### config.mk
export PLATFORM = sky130hd
export DESIGN_NAME = decade_counter_slowena
export DESIGN_NICKNAME = d
export VERILOG_FILES = /design/src/rtl/decade_counter_slowena_pkg.sv /design/src/rtl/decade_counter_slowena.sv
export SDC_FILE = /design/constraint.sdc
export NUM_CORES = 1
export LEC_CHECK = 0
export BUFFER_PORTS_ARGS = -buffer_cell sky130_fd_sc_hd__buf_2
export CAP_MARGIN = 30
export CORE_AREA = 8 8 45 47
export DETAILED_ROUTE_END_ITERATION = 10
export DIE_AREA = 0 0 53 55
export PLACE_DENSITY_LB_ADDON = 0.15
export SYNTH_ARGS = -nofsm -noshare
export SYNTH_HDL_FRONTEND = slang
export SYNTH_SLANG_ARGS = --single-unit
### constraint.sdc
create_clock -name clk -period 1.5 [get_ports clk]
set_clock_uncertainty 0.15 [all_clocks]
set_input_delay 0.3 -clock clk [delete_from_list [all_inputs] [get_ports clk]]
set_output_delay 0.3 -clock clk [all_outputs]
set_load 0.01 [all_outputs]
### src/rtl/decade_counter_slowena_pkg.sv
// Shared defaults for the decimal digit counters.
// Sibling digit counters in a display chain reuse these defaults.
package decade_counter_slowena_pkg;

    localparam int unsigned DIGIT_WIDTH   = 4;
    localparam int unsigned DIGIT_MODULUS = 10;

endpackage : decade_counter_slowena_pkg

### src/rtl/decade_counter_slowena.sv
// Single BCD digit, 0..MODULUS-1, that advances only on edges where slowena is high.
// Any carry into a following digit is generated by the parent, not by this module.
module decade_counter_slowena
    import decade_counter_slowena_pkg::*;
#(
    parameter int unsigned WIDTH   = DIGIT_WIDTH,
    parameter int unsigned MODULUS = DIGIT_MODULUS
) (
    input  logic             clk,
    input  logic             reset,
    input  logic             slowena,
    output logic [WIDTH-1:0] q
);

    localparam logic [WIDTH-1:0] TERMINAL = WIDTH'(MODULUS - 1);

    logic [WIDTH-1:0] r_q;
    logic [WIDTH-1:0] w_q_next;

    // Next count. The >= compare sends unreachable codes back to 0.
    always_comb begin
        w_q_next = r_q;
        if (slowena) begin
            if (r_q >= TERMINAL) begin
                w_q_next = '0;
            end else begin
                w_q_next = r_q + WIDTH'(1);
            end
        end else begin
            w_q_next = r_q;
        end
    end

    // Count register. Reset takes priority over the enable.
    always_ff @(posedge clk) begin
        if (reset) begin
            r_q <= '0;
        end else begin
            r_q <= w_q_next;
        end
    end

    assign q = r_q;

endmodule : decade_counter_slowena

### After elaboration in Yosys (flattened, before gate mapping)

Cells that the tools add are included.

| word-level totals | value |
|---|---|
| register bits | 4 |
| input bits | 3 |
| output and inout bits | 4 |
| logic and storage cells | 4 |

| operators by class | value |
|---|---|
| add/sub/neg operators | 1 |
| magnitude comparators | 1 |
| multiplexer cells | 1 |

Operators by type and width:

| operator | number |
|---|---|
| adder 4 x 1 -> 4 bit, second input constant | 1 |
| greater-or-equal comparator 4 bit, second input constant | 1 |
| 2-to-1 mux 4 bit | 1 |

### Logic depth before layout (Yosys ltp)

Gate-level depths: netlist of the first run.

| depth | value |
|---|---|
| depth in word-level cells | 2 |
| gate-level depth with buffers | 5 |
| gate-level depth less buffers | 5 |

### Least setup slack after synthesis of the first run

No wires, ideal clock.

| timing | value |
|---|---|
| kind | reg2reg |
| from | register r_q[1], in the netlist q[1] |
| to | register r_q[1], in the netlist q[1] |
| library setup time | 64 ps |
| data arrival time | 1333 ps |
| required time | 1286 ps |
| setup slack | -47 ps |
| cell stages (with the launch flop) | 6 |
| path buffers | 0 |
| clock period less this slack | 1547 ps |
| cells stage by stage | dfxtp_1 inv_1 ha_1 or3b_1 a31o_2 nor2_1 |

| between the ends | value |
|---|---|
| cells in the longest elaborated chain, start to end | 2 |
| elaborated cells on any way between the ends | 3 |
| those cells by class | add/sub (1); order compare (1); mux (1) |

RTL lines:

| what | line | text |
|---|---|---|
| from (decl) | decade_counter_slowena.sv:17 | `logic [WIDTH-1:0] r_q;` |
| from (signal assigned) | decade_counter_slowena.sv:39 | `r_q <= w_q_next;` |
| adder 4 x 1 -> 4 bit / greater-or-equal comparator 4 bit (equally long branches) | decade_counter_slowena.sv:27, decade_counter_slowena.sv:24 |  |
| 2-to-1 mux 4 bit (*) | decade_counter_slowena.sv:24 | `if (r_q >= TERMINAL) begin` |

Mark *: on every way between the ends. The rest lies on a longest branch, timed or not.
A chain may end at the register's enable or synchronous reset.

### Worst setup path after layout of the first run

| timing | value |
|---|---|
| from | register r_q[1], in the netlist q[1] |
| to | register r_q[0], in the netlist q[0] |

| between the ends | value |
|---|---|
| cells in the longest elaborated chain, start to end | 2 |

RTL lines:

| what | line |
|---|---|
| greater-or-equal comparator 4 bit | decade_counter_slowena.sv:24 |
| 2-to-1 mux 4 bit | decade_counter_slowena.sv:24 |

No other way between the ends.

==> out/results.tsv, run 1 <==
stage	metric	value	unit
synth	synthTopCellsByCount	dfxtp_1 (4), nor2_1 (4), ha_1 (3)	
setup_path	path_delay_family	simple AND/OR/NAND/NOR gates	
sta	min_period	1.45	ns
cells_and_area	syn_to_final_growth	52.8	%
clock_network	cts_inserted_buffers	3	
sta	clock.fmax	0.692	GHz
synth	post_synth.cell_area_avg	9.71	µm²
sta	setup_viol	0	
grt	grt_max_degree	6	
route	wl_met1	191	µm
sta	period_share	96.4	%
clock_network	cts_setup_buffers	0	
sta	fin_ws	0.0545	ns
synth	synth.distinct_cells	11	
place	place_ws	0.0113	ns
synth	synthesis.nets	27	
sta	fin_hold_ws	0.196	ns
synth	ys_seq_area_share	39.3	%
synth	yosysWarnings	0	
run_status	outcome	finished, final reports clean	
route	drt_wl_total	494	µm
setup_path	worstPathArrival	1.47	ns
clock_network	cts_buffer_depth	2	
power_and_ir_drop	peakVddDrop	307	µV
sta	maxSlewHeadroom	89.1	%
floorplanning	initial_core_util	14.7	%
setup_path	cpMaxStageDelayCell	or3b_1	
clock_network	root_buffer	clkbuf_4	
grt	overflow	0	
grt	grt_pass1_vias	224	
setup_path	path_class	register to register	
cells_and_area	largest_reg_flops	4	
setup_path	path_max_fanout	4	
clock_network	clk_pin_slew_worst_paths	0.04	ns
clock_network	clk_latency	0.23	ns
power_and_ir_drop	power-per-cell-area	986	nW/µm²
sta	slew_violations	0	
synth	synth_top_cell_area_share	39.3	%
route	avgViaCountPerCell	3.88	
synth	synth_edf_count	0	
setup_path	start_kind	register	
sta	rsz0062_at_grt	true	
grt	grtUsageTotal	4.48	%
place	io_buffer_count	6	
sta	tightest_slew	0.158	ns
setup_path	cp_cell_sequence	inv_2 > ha_2 > or3b_1 > a31o_4 > nor2_1	
grt	grt_first_pass_wirelength	855	µm
floorplanning	die-area	2920	µm²
floorplanning	die_y	55	µm
synth	synth_area	204	µm²
cells_and_area	fin_nets	40	
route	routed.top_layer	met3	
flow_run	maxCapViolations	0	
floorplanning	fp.dieW	53	µm
synth	ys_seq_elements	4	
route	vias	186	
clock_network	clock-sinks	4	
synth	synth_flop_cell	dfxtp_1	
route	wl_per_cell	10.3	µm
route	dr.pass1.iters	1	
place	gp_congestion	0.765	
floorplanning	rows	14	
clock_network	tritoncts	done	
route	drt_iter0_markers	0	
setup_path	required	1.52	ns
cells_and_area	antenna_cells	0	
min_path	hold_class	input pin to register	
route	wl_met2	221	µm
route	ant_nets	0	
synth	yosys.area.top_type	dfxtp_1	
clock_network	cts_resized	0	
setup_path	worst_setup_path_end_kind	register	
floorplanning	core_area	1380	µm²
synth	synthCells	21	
clock_network	cts_max_level	1	
power_and_ir_drop	power	307	µW
grt	antenna_found_initial	0	
setup_path	worst-path-buf-inv	1	
route	post-route-drc-count	0	
power_and_ir_drop	power_leakage	0.145	nW
clock_network	cts_hold_buffers	0	
floorplanning	ios	7	
synth	synth.area.top_cells	dfxtp_1 (39%), ha_1 (18%), xor2_1 (8.6%)	
sta	setup-tns-final	0	ns
sta	hold_viol_final	0	
cells_and_area	layout-drive-gt1-share	56.3	%
setup_path	max_stage_delay	0.38	ns
route	dr_wl_met3	81	µm
synth	async_flop_share	0	%
path summary, 6_finish.rpt:
path | startpoint | to | slack (ns) | cells after the start
setup / recovery | q[1] | q[0] | 0.05 | 5
setup reg to reg | q[1] | q[0] | 0.05 | 5
hold reg to reg | q[3] | q[3] | 0.43 | 2
hold / removal | reset | q[1] | 0.20 | 3
routing by layer:
layer	global-route usage (%)	up-vias
met3	4.28	0
li1	-	90
met1	3.03	88
met4	5.17	0
met2	6.64	8
met5	0	-
cell families (layout without fill, tap and decap cells):
logic type | after synthesis | count (layout) | share of synthesized area [%]
mux | 1 | 1 | 4.91
flops | 4 | 4 | 39.3
buf+inv | 2 | 13 | 3.68
fa+ha+maj | 3 | 3 | 18.4
compound gates | 1 | 1 | 4.30
simple gates | 7 | 7 | 16.6
xor+xnor | 3 | 3 | 12.9
power by group:
part	switching [mW]	internal (mW)
combinational	0.0288	0.0287
sequential	0.00457	0.113
clock	0.0425	0.0894
total	0.0758	0.231
cell type report:
class                   instances  area (µm²)
clock buffers                   3        22.5
fillers                       160        1070
inverters                       2        7.51
multi-input cells              15         135
flip-flops and latches          4        81.3
well taps                      16        20.0
repair buffers                  8        45.0
layout by cell type, fill, tap and decap left out, drive strengths merged:
cell type	n
buf	8
nor2	4
dfxtp	4
clkbuf	3
ha	3
xor2	2
inv	2
or3b	1
a31o	1
mux2i	1
xnor2	1
nand4	1
nand2	1
through the flow:
step / util, % / instances / cell area [µm²]
2_1_floorplan: - / 21 / 205
3_3_place_gp: 19.5 / 45 / 270
3_5_place_dp: 19.5 / 45 / 270
4_1_cts: 21.2 / 48 / 293
5_1_grt: 22.5 / 48 / 312
6_report: 22.5 / 48 / 312
tightest hold or removal path, cell delays in order:
cell    delay [ns]
buf_2         0.09
a31o_4        0.12
nor2_2        0.03
No activity file was read; power rests on OpenSTA's default activity.
==> inputs of run 2 (changes only) <==
--- a/config.mk
+++ b/config.mk
@@ -10,7 +10,6 @@
 export CORE_AREA = 8 8 45 47
 export DETAILED_ROUTE_END_ITERATION = 10
 export DIE_AREA = 0 0 53 55
-export PLACE_DENSITY_LB_ADDON = 0.15
 export SYNTH_ARGS = -nofsm -noshare
 export SYNTH_HDL_FRONTEND = slang
 export SYNTH_SLANG_ARGS = --single-unit
==> run 2 against run 1 <==
Net effect: worst hold slack got worse by 0.0022 ns; non-clock buffer count increased by 1; fmax increased by 1.7%; combinational power increased by 4.0%; die area unchanged; global-route usage decreased by 0.98 points; sequential power about the same; worst setup slack improved by 0.025 ns; clock power about the same; critical path depth unchanged; total power about the same; critical endpoint is now q[3].
==> out/results.tsv, run 2 (synthesized netlist as in run 1, its figures left out) <==
stage	metric	value	unit	change
sta	setup-tns-final	0	ns	unchanged
clock_network	cts_max_level	1		unchanged
setup_path	reg2reg_setup_slack	0.08	ns	+0.02 ns
power_and_ir_drop	power	307	µW	about the same
route	ant_nets	0		unchanged
setup_path	cpMaxStageDelayCell	or3b_1		
setup_path	required	1.52	ns	about the same
cells_and_area	syn_to_final_growth	55.2	%	
sta	setup_viol	0		unchanged
clock_network	cts_buffer_depth	2		unchanged
sta	fin_hold_ws	0.194	ns	-0.00216 ns
run_status	outcome	finished, final reports clean		
sta	fin_ws	0.0793	ns	+0.0248 ns
clock_network	clk_latency	0.23	ns	about the same
floorplanning	rows	14		unchanged
power_and_ir_drop	power_leakage	0.150	nW	+4.1%
route	vias	183		-1.6%
sta	slew_violations	0		unchanged
route	post-route-drc-count	0		unchanged
sta	maxSlewHeadroom	89.5	%	+0.34 points
cells_and_area	layout-drive-gt1-share	54.5	%	-1.7 points
min_path	hold_class	input pin to register		
setup_path	critPathLaunch	q[1]		
setup_path	worstPathArrival	1.44	ns	-0.03 ns
cells_and_area	largest_reg_flops	4		unchanged
place	place_inst	45		unchanged
power_and_ir_drop	peakVddDrop	482	µV	+57%
grt	grt_pass1_vias	178		-21%
floorplanning	ios	7		unchanged
cells_and_area	design_area	317	µm²	+1.6%
place	gp_congestion	0.692		-9.5%
sta	hold_viol_final	0		unchanged
clock_network	cts_hold_buffers	0		unchanged
route	drt_wl_total	427	µm	-14%
place	place_ws	0.0296	ns	+0.0183 ns
sta	clock.fmax	0.704	GHz	+1.7%
route	dr.pass1.iters	1		unchanged
setup_path	cp_cell_sequence	inv_2 > ha_2 > or3b_1 > a31o_4 > nor2_1		
clock_network	clk_pin_slew_worst_paths	0.04	ns	about the same
cells_and_area	mostFrequentLayoutCells	buf_2 (6), clkbuf_4 (3), buf_4 (3), dfxtp_1 (3)		
floorplanning	die_y	55	µm	unchanged
floorplanning	fp.dieW	53	µm	unchanged
cells_and_area	instances_no_fill	49		+2.1%
cells_and_area	fillerInstances	150		-6.3%
cells_and_area	antenna_cells	0		unchanged
sta	tightest_slew	0.153	ns	-0.00496 ns
grt	grtUsageTotal	3.49	%	-0.98 points
setup_path	max_stage_delay	0.38	ns	about the same
floorplanning	die-area	2920	µm²	unchanged
setup_path	rr_startpoint	q[1]		
route	avgViaCountPerCell	3.73		-3.6%
place	io_buffer_count	6		unchanged
grt	grt_max_degree	6		unchanged
clock_network	clock-sinks	4		unchanged
clock_network	root_buffer	clkbuf_4		
cells_and_area	final_common_cell	buf_2		
setup_path	reg2regPathDepth	5		unchanged
setup_path	endpoint	q[3]		
setup_path	worst_setup_path_end_kind	register		
setup_path	r2r_end	q[3]		
grt	overflow	0		unchanged
route	wl_per_cell	8.71	µm	-15%
sta	rsz0062_at_grt	false		
clock_network	cts_inserted_buffers	3		unchanged
clock_network	tritoncts	done		
floorplanning	initial_core_util	14.7	%	unchanged
floorplanning	core_area	1380	µm²	unchanged
place	placed_area	270	µm²	unchanged
setup_path	path_class	register to register		
grt	antenna_found_initial	0		unchanged
power_and_ir_drop	power-per-cell-area	970	nW/µm²	-1.6%
setup_path	path_max_fanout	4		unchanged
grt	grt_first_pass_wirelength	683	µm	-20%
setup_path	start_kind	register		
cells_and_area	fin_nets	41		+2.5%
sta	min_period	1.42	ns	-0.0248 ns
route	drt_iter0_markers	0		unchanged
sta	period_share	94.7	%	-1.7 points
flow_run	maxCapViolations	0		unchanged
cells_and_area	final_core_util	22.9	%	+0.36 points
-- run 2: repair_timing --
action | in CTS | in global routing
setup endpoints to repair | 0 | 4
setup buffers | 0 | 1
resized for setup | 0 | 5
-- run 2: worst min path at each step --
stage / startpoint / endpoint / cells after the start
after floorplan: slowena / q[0] / 2
after global placement: q[3] / q[3] / 2
after detailed placement: q[3] / q[3] / 2
after CTS: reset / q[1] / 3
after global routing: reset / q[1] / 3
final: reset / q[1] / 3
-- run 2: routing by layer --
layer / vias up / routed length [µm] / track usage, %
met2: 9 / 156 / 3.91
met3: 0 / 101 / 6.15
met1: 81 / 168 / 3.18
li1: 93 / - / -
met5: - / 0 / 0
met4: 0 / 0 / 0
-- run 2: layout make-up --
type	count	area (µm²)	area share, %
multi-input combinational	15	133	41.9
sequential	4	81.3	25.7
timing repair buffer	9	52.6	16.6
clock buffer	3	22.5	7.11
tap	16	20.0	6.32
inverter	2	7.51	2.37
-- run 2: power breakdown --
part	internal, mW	switching (mW)	leakage (nW)
sequential	0.113	0.00430	0.0331
clock	0.0892	0.0404	0.0138
combinational	0.0318	0.0280	0.104
-- run 2: critical path: cells and delay by family (launching register included) --
| kind | cells | cell delay [ns] |
|---|---|---|
| buffers and inverters | 1 | 0.04 |
| AND/OR/NAND/NOR | 2 | 0.46 |
| flip-flops | 1 | 0.32 |
| adder cells (fa/ha/maj) | 1 | 0.15 |
| AO/OA/AOI/OAI | 1 | 0.25 |
